[config.mk]
export PLATFORM = sky130hd
export DESIGN_NAME = i2c_slave_ctrl
export DESIGN_NICKNAME = d
export VERILOG_FILES = /design/src/rtl/i2c_slave_ctrl.sv
export SDC_FILE = /design/constraint.sdc
export NUM_CORES = 1
export LEC_CHECK = 0
export CAP_MARGIN = 5
export CORE_MARGIN = 8
export CORE_UTILIZATION = 50
export CTS_BUF_LIST = sky130_fd_sc_hd__clkbuf_8
export CTS_CLUSTER_DIAMETER = 40
export CTS_CLUSTER_SIZE = 14
export DETAILED_ROUTE_END_ITERATION = 6
export GPL_ROUTABILITY_DRIVEN = 0
export GPL_TIMING_DRIVEN = 0
export PLACE_DENSITY = 0.83
export SETUP_SLACK_MARGIN = 0.4
export SYNTH_ARGS = -nofsm -noshare
export SYNTH_HDL_FRONTEND = slang
export SYNTH_SLANG_ARGS = --single-unit
export TNS_END_PERCENT = 1
[constraint.sdc]
create_clock -name i_clk_sys -period 1.5 [get_ports i_clk_sys]
set_input_delay 0.15 -clock i_clk_sys [delete_from_list [all_inputs] [get_ports i_clk_sys]]
set_output_delay 0.15 -clock i_clk_sys [all_outputs]
set_load 0.005 [all_outputs]
[src/rtl/i2c_slave_ctrl.sv]
// 7-bit-address I2C slave: oversamples SCL/SDA on clk_sys and bridges master
// writes into an RX FIFO and master reads from a first-word-fall-through TX FIFO.
module i2c_slave_ctrl #(
  parameter logic [6:0]  G_SLAVE_ADDR  = 7'h50,
  parameter int unsigned G_SYNC_STAGES = 2
) (
  input  logic       i_clk_sys,
  input  logic       i_rst_sys,
  input  logic       i_sclk,
  input  logic       i_sda_in,
  output logic       o_sda_en,
  output logic       o_wr_en_rx,
  output logic [7:0] o_wdata_rx,
  input  logic       i_fifo_full_rx,
  output logic       o_rd_en_tx,
  input  logic [7:0] i_rdata_tx,
  input  logic       i_fifo_empty_tx,
  output logic       o_busy,
  output logic       o_start_det,
  output logic       o_stop_det,
  output logic       o_rx_overflow,
  output logic       o_tx_underflow
);

  localparam int unsigned C_BYTE_W  = 8;
  localparam int unsigned C_CNT_W   = 3;
  localparam int unsigned C_STATE_W = 3;

  localparam logic [2:0] S_IDLE      = 3'd0;
  localparam logic [2:0] S_ADDR      = 3'd1;
  localparam logic [2:0] S_ACK_ADDR  = 3'd2;
  localparam logic [2:0] S_WR_BYTE   = 3'd3;
  localparam logic [2:0] S_ACK_WR    = 3'd4;
  localparam logic [2:0] S_RD_BYTE   = 3'd5;
  localparam logic [2:0] S_ACK_RD    = 3'd6;
  localparam logic [2:0] S_WAIT_STOP = 3'd7;

  logic [G_SYNC_STAGES-1:0] r_scl_sync;
  logic [G_SYNC_STAGES-1:0] r_sda_sync;
  logic                     r_scl_q;
  logic                     r_sda_q;

  logic w_scl_r;
  logic w_sda_r;
  logic w_scl_rise;
  logic w_scl_fall;
  logic w_start;
  logic w_stop;

  logic [C_STATE_W-1:0] r_state;
  logic [C_CNT_W-1:0]   r_cnt;
  logic                 r_byte_done;
  logic [C_BYTE_W-1:0]  r_shift;
  logic                 r_rw;
  logic                 r_mack;
  logic                 r_sda_en;
  logic                 r_busy;
  logic [C_BYTE_W-1:0]  r_wdata;
  logic                 r_wr_en;
  logic                 r_rd_en;
  logic                 r_start_det;
  logic                 r_stop_det;
  logic                 r_rx_ovf;
  logic                 r_tx_unf;

  logic [C_STATE_W-1:0] w_state_nxt;
  logic [C_CNT_W-1:0]   w_cnt_nxt;
  logic                 w_byte_done_nxt;
  logic [C_BYTE_W-1:0]  w_shift_nxt;
  logic                 w_rw_nxt;
  logic                 w_mack_nxt;
  logic                 w_sda_en_nxt;
  logic                 w_busy_nxt;
  logic [C_BYTE_W-1:0]  w_wdata_nxt;
  logic                 w_wr_en_nxt;
  logic                 w_rd_en_nxt;
  logic                 w_start_det_nxt;
  logic                 w_stop_det_nxt;
  logic                 w_rx_ovf_nxt;
  logic                 w_tx_unf_nxt;
  logic [C_BYTE_W-1:0]  w_load_byte;

  // Pad synchronizers plus one history stage; reset to the idle-high bus level
  always_ff @(posedge i_clk_sys) begin
    if (i_rst_sys) begin
      r_scl_sync <= '1;
      r_sda_sync <= '1;
      r_scl_q    <= 1'b1;
      r_sda_q    <= 1'b1;
    end else begin
      r_scl_sync <= {r_scl_sync[G_SYNC_STAGES-2:0], i_sclk};
      r_sda_sync <= {r_sda_sync[G_SYNC_STAGES-2:0], i_sda_in};
      r_scl_q    <= r_scl_sync[G_SYNC_STAGES-1];
      r_sda_q    <= r_sda_sync[G_SYNC_STAGES-1];
    end
  end

  assign w_scl_r    = r_scl_sync[G_SYNC_STAGES-1];
  assign w_sda_r    = r_sda_sync[G_SYNC_STAGES-1];
  assign w_scl_rise = w_scl_r & ~r_scl_q;
  assign w_scl_fall = ~w_scl_r & r_scl_q;
  assign w_start    = w_scl_r & r_sda_q & ~w_sda_r;
  assign w_stop     = w_scl_r & ~r_sda_q & w_sda_r;

  // An empty TX FIFO is answered with 0xFF so the master still sees a full byte
  assign w_load_byte = i_fifo_empty_tx ? 8'hFF : i_rdata_tx;

  always_ff @(posedge i_clk_sys) begin
    if (i_rst_sys) begin
      r_state     <= S_IDLE;
      r_cnt       <= '0;
      r_byte_done <= 1'b0;
      r_shift     <= '0;
      r_rw        <= 1'b0;
      r_mack      <= 1'b1;
      r_sda_en    <= 1'b0;
      r_busy      <= 1'b0;
      r_wdata     <= '0;
      r_wr_en     <= 1'b0;
      r_rd_en     <= 1'b0;
      r_start_det <= 1'b0;
      r_stop_det  <= 1'b0;
      r_rx_ovf    <= 1'b0;
      r_tx_unf    <= 1'b0;
    end else begin
      r_state     <= w_state_nxt;
      r_cnt       <= w_cnt_nxt;
      r_byte_done <= w_byte_done_nxt;
      r_shift     <= w_shift_nxt;
      r_rw        <= w_rw_nxt;
      r_mack      <= w_mack_nxt;
      r_sda_en    <= w_sda_en_nxt;
      r_busy      <= w_busy_nxt;
      r_wdata     <= w_wdata_nxt;
      r_wr_en     <= w_wr_en_nxt;
      r_rd_en     <= w_rd_en_nxt;
      r_start_det <= w_start_det_nxt;
      r_stop_det  <= w_stop_det_nxt;
      r_rx_ovf    <= w_rx_ovf_nxt;
      r_tx_unf    <= w_tx_unf_nxt;
    end
  end

  // Bus conditions override any bit event seen in the same cycle
  always_comb begin
    w_state_nxt     = r_state;
    w_cnt_nxt       = r_cnt;
    w_byte_done_nxt = r_byte_done;
    w_shift_nxt     = r_shift;
    w_rw_nxt        = r_rw;
    w_mack_nxt      = r_mack;
    w_sda_en_nxt    = r_sda_en;
    w_busy_nxt      = r_busy;
    w_wdata_nxt     = r_wdata;
    w_wr_en_nxt     = 1'b0;
    w_rd_en_nxt     = 1'b0;
    w_start_det_nxt = 1'b0;
    w_stop_det_nxt  = 1'b0;
    w_rx_ovf_nxt    = 1'b0;
    w_tx_unf_nxt    = 1'b0;

    if (w_start) begin
      w_state_nxt     = S_ADDR;
      w_cnt_nxt       = '0;
      w_byte_done_nxt = 1'b0;
      w_sda_en_nxt    = 1'b0;
      w_start_det_nxt = 1'b1;
    end else if (w_stop) begin
      w_state_nxt     = S_IDLE;
      w_cnt_nxt       = '0;
      w_byte_done_nxt = 1'b0;
      w_sda_en_nxt    = 1'b0;
      w_busy_nxt      = 1'b0;
      w_stop_det_nxt  = 1'b1;
    end else begin
      case (r_state)
        S_ADDR: begin
          if (w_scl_rise) begin
            w_shift_nxt     = {r_shift[C_BYTE_W-2:0], w_sda_r};
            w_cnt_nxt       = r_cnt + 3'd1;
            w_byte_done_nxt = (r_cnt == 3'd7);
          end else if (w_scl_fall && r_byte_done) begin
            w_byte_done_nxt = 1'b0;
            w_cnt_nxt       = '0;
            if (r_shift[7:1] == G_SLAVE_ADDR) begin
              w_state_nxt  = S_ACK_ADDR;
              w_sda_en_nxt = 1'b1;
              w_busy_nxt   = 1'b1;
              w_rw_nxt     = r_shift[0];
            end else begin
              w_state_nxt  = S_WAIT_STOP;
              w_sda_en_nxt = 1'b0;
              w_busy_nxt   = 1'b0;
            end
          end
        end
        S_ACK_ADDR: begin
          if (w_scl_fall) begin
            w_cnt_nxt = '0;
            if (!r_rw) begin
              w_state_nxt  = S_WR_BYTE;
              w_sda_en_nxt = 1'b0;
            end else begin
              w_state_nxt  = S_RD_BYTE;
              w_shift_nxt  = w_load_byte;
              w_rd_en_nxt  = ~i_fifo_empty_tx;
              w_tx_unf_nxt = i_fifo_empty_tx;
              w_sda_en_nxt = ~w_load_byte[7];
            end
          end
        end
        S_WR_BYTE: begin
          if (w_scl_rise) begin
            w_shift_nxt     = {r_shift[C_BYTE_W-2:0], w_sda_r};
            w_cnt_nxt       = r_cnt + 3'd1;
            w_byte_done_nxt = (r_cnt == 3'd7);
          end else if (w_scl_fall && r_byte_done) begin
            w_byte_done_nxt = 1'b0;
            w_cnt_nxt       = '0;
            if (!i_fifo_full_rx) begin
              w_state_nxt  = S_ACK_WR;
              w_wr_en_nxt  = 1'b1;
              w_wdata_nxt  = r_shift;
              w_sda_en_nxt = 1'b1;
            end else begin
              w_state_nxt  = S_WAIT_STOP;
              w_rx_ovf_nxt = 1'b1;
              w_sda_en_nxt = 1'b0;
              w_busy_nxt   = 1'b0;
            end
          end
        end
        S_ACK_WR: begin
          if (w_scl_fall) begin
            w_state_nxt  = S_WR_BYTE;
            w_sda_en_nxt = 1'b0;
          end
        end
        S_RD_BYTE: begin
          if (w_scl_fall) begin
            if (r_cnt == 3'd7) begin
              w_state_nxt  = S_ACK_RD;
              w_cnt_nxt    = '0;
              w_sda_en_nxt = 1'b0;
            end else begin
              w_shift_nxt  = {r_shift[C_BYTE_W-2:0], 1'b1};
              w_sda_en_nxt = ~r_shift[C_BYTE_W-2];
              w_cnt_nxt    = r_cnt + 3'd1;
            end
          end
        end
        S_ACK_RD: begin
          if (w_scl_rise) begin
            w_mack_nxt = w_sda_r;
          end else if (w_scl_fall) begin
            if (!r_mack) begin
              w_state_nxt  = S_RD_BYTE;
              w_cnt_nxt    = '0;
              w_shift_nxt  = w_load_byte;
              w_rd_en_nxt  = ~i_fifo_empty_tx;
              w_tx_unf_nxt = i_fifo_empty_tx;
              w_sda_en_nxt = ~w_load_byte[7];
            end else begin
              w_state_nxt  = S_WAIT_STOP;
              w_sda_en_nxt = 1'b0;
              w_busy_nxt   = 1'b0;
            end
          end
        end
        default: begin
          w_sda_en_nxt = 1'b0;
        end
      endcase
    end
  end

  assign o_sda_en       = r_sda_en;
  assign o_wr_en_rx     = r_wr_en;
  assign o_wdata_rx     = r_wdata;
  assign o_rd_en_tx     = r_rd_en;
  assign o_busy         = r_busy;
  assign o_start_det    = r_start_det;
  assign o_stop_det     = r_stop_det;
  assign o_rx_overflow  = r_rx_ovf;
  assign o_tx_underflow = r_tx_unf;

endmodule

==> flow_metrics.tcl <==
set metrics [dict create \
    outcome "finished with violations" \
    violations "setup timing" \
    drtIter0Drc 285 \
    cap_violations 0 \
    ir_worst_vdd_uv 788 \
    cp_max_fo 7 \
    grt_max_degree 13 \
    synthArstFlopShare_pct 0 \
    grt_pass1_vias 1751 \
    path_clk_slew_ps 80 \
    rows 22 \
    worstRegToRegCells 5 \
    slowest_delay_ps 410 \
    clockRootBuffer "clkbuf_8" \
    htree_levels 2 \
    hold_ws_ps 410 \
    fin_cells 311 \
    hold_viol 0 \
    drtPass1Iterations 5 \
    p_per_area_mw_per_mm2 785 \
    syn_area_mm2 0.00193 \
    end_kind "register" \
    cts_num_sinks 39 \
    synthToLayoutAreaGrowth_pct 35.3 \
    cp_num_buf_inv 0 \
    fin_skew_ps 5.32 \
    crit_required_ps 1670 \
    rsz0062_at_grt "yes" \
    cts_made_buffers 5 \
    setup_ws_ps -162 \
    ios 30 \
    yosys-top-cells-count "dfxtp_1 (39), nor2_1 (24), nand2_1 (20)" \
    dieHeight_um 78.2 \
    power.share.combinational_pct 13.7 \
    drive_gt1_share_pct 26.6 \
    worstPathArrival_ps 1830 \
    r2r_slack_ps -160 \
    p_leak_nw 0.978 \
    routed_wl_um 5650 \
    dieArea_mm2 0.00612 \
    grt_pass1_wl_um 8400 \
    yosys.area.top_type "dfxtp_1" \
    worstSetupPathType "reg -> reg" \
    portBuffers 29 \
    cts_hold_buf 0 \
    cpLargestDelayFamily "simple AND/OR/NAND/NOR gates" \
    synth.most_common_cell "dfxtp_1" \
    fin_util_pct 71.0 \
    post-dp-hpwl_um 3450 \
    placed_cells 300 \
    holdPathStages 1 \
    min_period_over_period_pct 111 \
    crit_slowest_cell "dfxtp_4" \
    cts_buffer_depth 2 \
    internal-power_mw 1.50 \
    core_area_mm2 0.00369 \
    synth_fp_nets 239 \
    setup_viol 11 \
    num_vias 1950 \
    wl_per_cell_um 18.2 \
    synth_flop_cell "dfxtp_1" \
    slew_violations 0 \
    clock_latency_ps 300 \
    nets 278 \
    max_freq_ghz 0.602 \
    clock_power_share_pct 33.7 \
    r2r_start "r_state[2]" \
    synth_edf_count 0 \
    netlist_instances 223 \
    ys_ff_latch 39 \
    max_slew.worst_pin.slew_ps 530 \
    viasPerCell 6.27 \
    grt_use_total_pct 16.7 \
    nFillCells 289 \
    startpoint_type "register" \
    max_slew_margin_pct 64.6 \
    syn_avg_cell_area_um2 8.67 \
    cts_tree "done" \
    ys_types 52 \
    die_x_um 78.2 \
    r2r_end "o_busy" \
    synth_top_area_share_pct 40.4 \
    min_to "r_scl_sync[1]" \
    grt_overflow 0 \
    hold_path_class "reg -> reg" \
    period_needed_ps 1660 \
    seq_power_share_pct 52.7 \
    hold_path.startpoint "r_scl_sync[0]" \
    antenna_found_initial 0 \
    ys_seq_area_share_pct 40.4 \
    crit_chain "nand2_4 -> or3_4 -> a221oi_2 -> mux2i_1 -> nor3b_2" \
    swShare_pct 27.2 \
    switchingPower_uw 559 \
    num_antenna_cells 0 \
    pre_cts_slack_ps -184 \
    drc 0 \
    netlist_top_cells_area "dfxtp_1 (40%), mux2i_1 (7.8%), nor2_1 (4.7%), o21ai_0 (4.4%), o2111ai_1 (4.1%)" \
    ant_nets 0 \
    start_util_pct 52.4 \
    yosysWarnings 0 \
]
-- registers in the layout (all words and copies together), names as in the netlist --
signal,cells
r_cnt,3
r_sda_sync,2
o_tx_underflow,1
r_sda_q,1
o_rd_en_tx,1
o_sda_en,1
o_wr_en_rx,1
o_wdata_rx,8
o_rx_overflow,1
r_rw,1
r_state,3
o_busy,1
r_scl_q,1
r_shift,8
o_start_det,1
o_stop_det,1
r_byte_done,1
r_scl_sync,2
r_mack,1
-- worst max path at each step --
stage,from,endpoint,slack (ps),depth (start not counted)
final,r_state[2],o_busy,-160,5
after global routing,r_state[2],o_busy,-200,5
after floorplan,r_scl_q,o_busy,90,5
after global placement,r_scl_sync[1],r_state[0],-180,5
after detailed placement,r_scl_sync[1],r_state[0],-180,5
after CTS,r_state[2],o_busy,-70,5
-- logic make-up (layout without fill, tap and decap cells) --
logic type	count (synthesis)	after routing	synth area share [%]
AO/OA/AOI/OAI	61	61	21.4
XOR/XNOR	2	2	0.906
flip-flops	39	39	40.4
buffers and inverters	17	57	4.27
adder cells (fa/ha/maj)	2	2	1.29
multiplexers	15	15	7.76
AND/OR/NAND/NOR	87	87	24.0
-- per-layer routing --
metal  vias up  global-route usage [%]  part of all wire, %
met5         -                       0                    0
met4         0                    7.04                  2.9
met3        20                    5.47                  9.8
met2       137                    25.3                   46
met1       898                    21.2                   41
li1        895                       -                    -
-- worst register-to-register path, cell delays in order, from the launching register on --
cell and delay, ps:
dfxtp_4 410, nand2_4 80, or3_4 390, a221oi_2 310, mux2i_1 290, nor3b_2 70
-- layout make-up --
cell class	instances	area (µm²)	share of cell area, %
plain buffers	14	111	4.25
clock inverters	3	16.3	0.621
clock buffers	5	68.8	2.63
flip-flops and latches	39	802	30.6
multi-input cells	167	1250	47.8
inverters	3	13.8	0.526
well taps	48	60.1	2.29
repair buffers	32	293	11.2
-- power groups by stage --
stage                     combinational, mW  sequential, mW  clock [mW]
after floorplan                       0.148            1.10           0
after detailed placement              0.226            1.11           0
final                                 0.281            1.08       0.692
after CTS                             0.251            1.08       0.700
after global placement                0.225            1.11           0
after global routing                  0.301            1.09       0.750
-- what timing repair did --
action | CTS | global route
endpoints found under the setup margin | 48 | 32
pin swaps | 12 | 9
buffers inserted | 3 | 0
resized for setup | 55 | 18
-- layout by cell type, fill, tap and decap left out, types with 3 or more instances in the layout --
cell,synthesis,layout
o2111ai_1,9,9
dfxtp_1,39,30
a211oi_1,3,3
a21oi_1,15,12
dfxtp_4,0,4
nand2_1,20,18
o21ai_0,17,16
dlygate4sd2_1,0,16
buf_4,3,5
buf_6,0,5
clkbuf_4,0,3
a21oi_2,0,3
clkdlybuf4s50_1,0,13
mux2i_1,15,15
clkbuf_8,0,5
or2_2,6,6
nand2b_1,7,5
dfxtp_2,0,5
nand4_1,3,3
nor2_1,24,24
nor3b_2,1,3
-- per-stage QoR --
| step | power (mW) | instance area [µm²] | setup TNS (ps) |
|---|---|---|---|
| after floorplan | 1.25 | 1960 | 0 |
| after global placement | 1.33 | 2310 | -2530 |
| after detailed placement | 1.33 | 2310 | -3380 |
| after CTS | 2.03 | 2550 | -99.9 |
| after global routing | 2.14 | 2620 | -1810 |
| final | 2.06 | 2620 | -615 |
No activity file was read; power rests on OpenSTA's default activity.
==> edit 1 (config.mk and constraints unchanged) <==
Make the reset (`i_rst_sys`) asynchronous in 2 clocked blocks. Comments in the files are not updated.
--- a/src/rtl/i2c_slave_ctrl.sv
+++ b/src/rtl/i2c_slave_ctrl.sv
@@ -82,5 +82,5 @@
 
   // Pad synchronizers plus one history stage; reset to the idle-high bus level
-  always_ff @(posedge i_clk_sys) begin
+  always_ff @(posedge i_clk_sys or posedge i_rst_sys) begin
     if (i_rst_sys) begin
       r_scl_sync <= '1;
@@ -106,5 +106,5 @@
   assign w_load_byte = i_fifo_empty_tx ? 8'hFF : i_rdata_tx;
 
-  always_ff @(posedge i_clk_sys) begin
+  always_ff @(posedge i_clk_sys or posedge i_rst_sys) begin
     if (i_rst_sys) begin
       r_state     <= S_IDLE;
Behaviour: differs if i_rst_sys is asserted again (counterexample within 4 cycles, from zero or initial values and one cycle with i_rst_sys high); with i_rst_sys held inactive, the same outputs for 10 cycles.
==> edit 1 against the original RTL <==
- the flow still finishes with violations (setup timing)
- global-route usage decreased by 0.23 points
- cell area increased by 5.0%
- routed wire length decreased by 7.6%
- sequential cell count stayed put
- area after synthesis grew 6.3%
- worst setup slack worse by 0.095 ns
- utilization down 1.7 points
- die area is 5.0% higher
- synthesized cell count is 9.9% lower
- largest cell class unchanged
Power is not compared: it rests on default switching activity, and its combinational part moved more than twofold at a synthesized area within 25%.
==> edit 1: results (changes against the original RTL) <==
| Metric | Value |
|---|---|
| Met3 WL | 307 um (was 555 um) |
| Pleak | 1.22 nW |
| Wire per inst | 17.6 um (was 18.2 um) |
| Port buffer count | 28 (was 29) |
| TNS Setup | -4.52 ns (was -0.615 ns) |
| Slew HR | 0.478 (was 0.646) |
| Cells after Synth | 201 (was 223) |
| Delay-heaviest family, CP | compound AO/OA/AOI/OAI gates (was simple AND/OR/NAND/NOR gates) |
| H-tree depth | 2 (unchanged) |
| Slowest-stage cell, CP | mux2_2 (was dfxtp_4) |
| First-pass GRT wire length | 8.34 mm (was 8.40 mm) |
| Pin count of the biggest net entering global routing | 40 (was 13) |
| Clock latency on the worst-skew pair | a little over 0.3 ns |
| CTS buffer count | 5 (unchanged) |
| Largest cells by area after synthesis | dfrtp_1 (39%), mux2_2 (10%), dfstp_2 (8.9%), o21ai_0 (3.9%), nand2_1 (3.3%) (was dfxtp_1 (40%), mux2i_1 (7.8%), nor2_1 (4.7%), o21ai_0 (4.4%), o2111ai_1 (4.1%)) |
| Reg2reg path depth | 5 (unchanged) |
| WL met2 | 2.60 mm (about the same) |
| Distinct cells, synth | 49 (was 52) |
| Worst Path Arrival | 1.95 ns (was 1.83 ns) |
| Pre-CTS WS | -0.388 ns (was -0.184 ns) |
| Fraction of layout cells with a size suffix above 1 | 0.350 (was 0.266) |
| Post-Syn Nets | 217 (was 239) |
| Top routing layer used | met4 (unchanged) |
| Vias in the first global route | 1702 (was 1751) |
| Metal-1 WL | 2.18 mm (was 2.33 mm) |
| Routed WL | 5.22 mm (was 5.65 mm) |
| Fillers | 287 (was 289) |
| Nets | 261 (was 278) |
| Max Fanout on Critical Path | 10 (was 7) |
| Drt via density | 5.85 (was 6.27) |
| Initial antenna violation count | 0 (unchanged) |
| Inst Count DP | 279 (was 300) |
| Crit-path max cell delay | 0.39 ns (was 0.41 ns) |
| Sw power | 1.82 mW |
| Failing checks | setup timing (unchanged) |
| Min-Delay Path Class | primary input to flop (was flop to flop) |
| Sequential area share after synthesis | 0.479 (was 0.404) |
| Main synth FF type | dfrtp_1 (was dfxtp_1) |
| Peak supply drop | 0.845 mV |
| Most frequent cells after synthesis | dfrtp_1 (32), mux2_2 (19), nand2_1 (18), nor2_1 (18), o21ai_0 (16) (was dfxtp_1 (39), nor2_1 (24), nand2_1 (20)) |
| Finish-stage setup viols | 26 (was 11) |
| HPWL after DPL | 3.37 mm (was 3.45 mm) |
| Yosys warning total | 0 (unchanged) |
| Worst Clk Skew | 0.00979 ns (was 0.00532 ns) |
| Clock-pin slew on the worst setup and hold paths | 0.08 ns (about the same) |
| Hold Buf Count CTS | 0 (unchanged) |
| Share of synthesized registers carrying an async set or reset | 1.00 (was 0) |
| Antenna Violating Nets Remaining | 0 (unchanged) |
| Post-route setup slack | -0.257 ns (was -0.162 ns) |
| Min-Delay Path Depth | 1 (unchanged) |
| Status | complete, but fails checks (unchanged) |
| Drt pass-1 iters | 4 (was 5) |
| Max Buffers Root-to-Sink | 2 (unchanged) |
| Overall Global Routing Usage | 0.165 (was 0.167) |
| Initial drt markers | 163 (was 285) |
-- edit 1: changes by cell type in the layout (fill, tap and decap cells not counted), sizes merged, moves of 8 or more --
| cell | change |
|---|---|
| dfxtp | -39 |
| dfrtp | +32 |
| mux2 | +19 |
| mux2i | -11 |
| a21oi | -8 |
| dlygate4sd2 | -8 |
| o2111ai | -8 |
-- edit 1: logic make-up after synthesis --
group                    share of synthesized area
AO/OA/AOI/OAI                                0.151
XOR/XNOR                                   0.00426
adder cells (fa/ha/maj)                     0.0122
buffers and inverters                       0.0359
flip-flops                                   0.479
multiplexers                                 0.124
AND/OR/NAND/NOR                              0.194
-- edit 1: final timing paths --
path	from	end	slack [ns]
setup / recovery	r_state[1]$_DFFE_PP0P_	r_shift[7]$_DFFE_PP0P_	-0.26
hold / removal	i_sda_in	r_sda_sync[0]$_DFF_PP1_	0.25
setup reg to reg	r_state[1]$_DFFE_PP0P_	r_shift[7]$_DFFE_PP0P_	-0.26
hold reg to reg	r_sda_sync[0]$_DFF_PP1_	r_sda_sync[1]$_DFF_PP1_	0.36
max in group asynchronous	i_rst_sys	o_wdata_rx[5]$_DFFE_PP0P_	0.70
min in group asynchronous	i_rst_sys	r_state[2]$_DFFE_PP0P_	0.31
-- edit 1: cell type report --
type                            instances  area (um^2)  share of cell area
Clock buffer                            5         68.8              0.0250
Multi-Input combinational cell        146         1170               0.426
Clock inverter                          3         16.3             0.00592
Timing Repair Buffer                   37          337               0.122
Inverter                                5         18.8             0.00683
Sequential cell                        39          985               0.358
Tap cell                               50         62.6              0.0228
Buffer                                 11         88.8              0.0323
-- edit 1: timing repair --
| item | 4_1_cts | 5_1_grt |
|---|---|---|
| setup buffers | 3 | 6 |
| resized for setup | 51 | 17 |
| pin swaps | 10 | 7 |
| setup endpoints to repair | 48 | 41 |
-- edit 1: stage by stage --
| step | cell area (um^2) | power (mW) |
|---|---|---|
| floorplan | 2100 | 2.85 |
| global placement | 2440 | 3.20 |
| detailed placement | 2440 | 3.29 |
| CTS | 2650 | 4.21 |
| global route | 2750 | 4.71 |
| finish | 2750 | 4.45 |
-- edit 1: per-layer routing --
metal | vias up | GRT usage
met2 | 61 | 0.270
met1 | 853 | 0.193
met3 | 16 | 0.0435
met5 | - | 0
met4 | 0 | 0.0836
li1 | 801 | -
-- edit 1: power groups by stage --
stage	Sequential [mW]	Combinational, mW	Clock (mW)
2_1_floorplan	1.40	1.45	0
3_3_place_gp	1.45	1.75	0
3_5_place_dp	1.46	1.82	0
4_1_cts	1.45	2.04	0.716
5_1_grt	1.50	2.43	0.772
6_report	1.47	2.26	0.717
==> edit 2 (same flow settings) <==
Without the edit above. Change the localparam `C_CNT_W` from 3 to 5.
--- a/src/rtl/i2c_slave_ctrl.sv
+++ b/src/rtl/i2c_slave_ctrl.sv
@@ -24,5 +24,5 @@
 
   localparam int unsigned C_BYTE_W  = 8;
-  localparam int unsigned C_CNT_W   = 3;
+  localparam int unsigned C_CNT_W   = 5;
   localparam int unsigned C_STATE_W = 3;
 
Check against the original RTL: same outputs for any inputs over 10 cycles, from zero or initial values and one cycle with i_rst_sys high; that may be too few to reach the edited logic, so the function may still have changed.
==> edit 2 against the original RTL <==
- the flow still finishes with violations (setup timing)
- synthesized cell count is 9.4% higher
- area after synthesis rose by 13%
- via count rose by 3.7%
- cell area grew 10%
- sequential power increased by 7%
- worst setup slack gained 0.031 ns
- routed wire length is 6.4% higher
- sequential cell count increased by 2
- total power is 15% higher
==> edit 2: results (changes against the original RTL) <==
| Metric | Value |
|---|---|
| Sw Ratio | 0.258 (was 0.272) |
| Signal buffers | 45 (was 46) |
| Hold Path End | o_rd_en_tx$_SDFF_PP0_ (was r_scl_sync[1]$_SDFF_PP1_) |
| Flop pwr share | 0.488 (was 0.527) |
| Met3 WL | 291 um (was 555 um) |
| Largest cells by area after synthesis | dfxtp_1 (38%), mux2i_1 (8.3%), nor2_1 (5.3%), a211o_1 (3.6%), nand2b_1 (3.4%) (was dfxtp_1 (40%), mux2i_1 (7.8%), nor2_1 (4.7%), o21ai_0 (4.4%), o2111ai_1 (4.1%)) |
| Max Fanout on Critical Path | 5 (was 7) |
| Routed WL | 6.01 mm (was 5.65 mm) |
| Status | complete, but fails checks (unchanged) |
| Post-CTS sizing | 60 (was 55) |
| Metal-1 WL | 2.56 mm (was 2.33 mm) |
| Comb_multi_in | 184 (was 167) |
| Post-route setup slack | -0.131 ns (was -0.162 ns) |
| Fillers | 337 (was 289) |
| Slowest-stage cell, CP | or4b_4 (was dfxtp_4) |
| Drt pass-1 iters | 4 (was 5) |
| Finish-stage setup viols | 18 (was 11) |
| Failing checks | setup timing (unchanged) |
| Min-Delay Path Class | primary input to flop (was flop to flop) |
| WL met2 | 3.05 mm (was 2.60 mm) |
| Hold path startpoint | i_fifo_empty_tx (was r_scl_sync[0]$_SDFF_PP1_) |
| Port buffer count | 28 (was 29) |
| Reg2reg path depth | 4 (was 5) |
| Vias in the first global route | 1960 (was 1751) |
| Hold Slack | 0.343 ns (was 0.410 ns) |
==> edit 2: cell families (layout without fill, tap and decap cells) <==
| group | count (synthesis) | in the layout | share of synthesized area |
|---|---|---|---|
| compound gates | 57 | 57 | 0.200 |
| buf+inv | 19 | 57 | 0.0465 |
| mux | 18 | 18 | 0.0826 |
| xor+xnor | 1 | 1 | 0.00402 |
| fa+ha+maj | 1 | 1 | 0.00574 |
| simple gates | 107 | 107 | 0.285 |
| flops | 41 | 41 | 0.376 |
==> edit 2: through the flow <==
stage	setup TNS (ns)	total power [mW]	cell area [um^2]	instances	setup slack, ns
2_1_floorplan	-0.0699	1.36	2180	244	-0.0145
3_3_place_gp	-9.87	1.45	2530	324	-0.590
3_5_place_dp	-10.30	1.45	2530	324	-0.609
4_1_cts	-0.689	2.35	2790	333	-0.113
5_1_grt	-2.49	2.44	2890	334	-0.158
6_report	-0.864	2.37	2890	334	-0.131
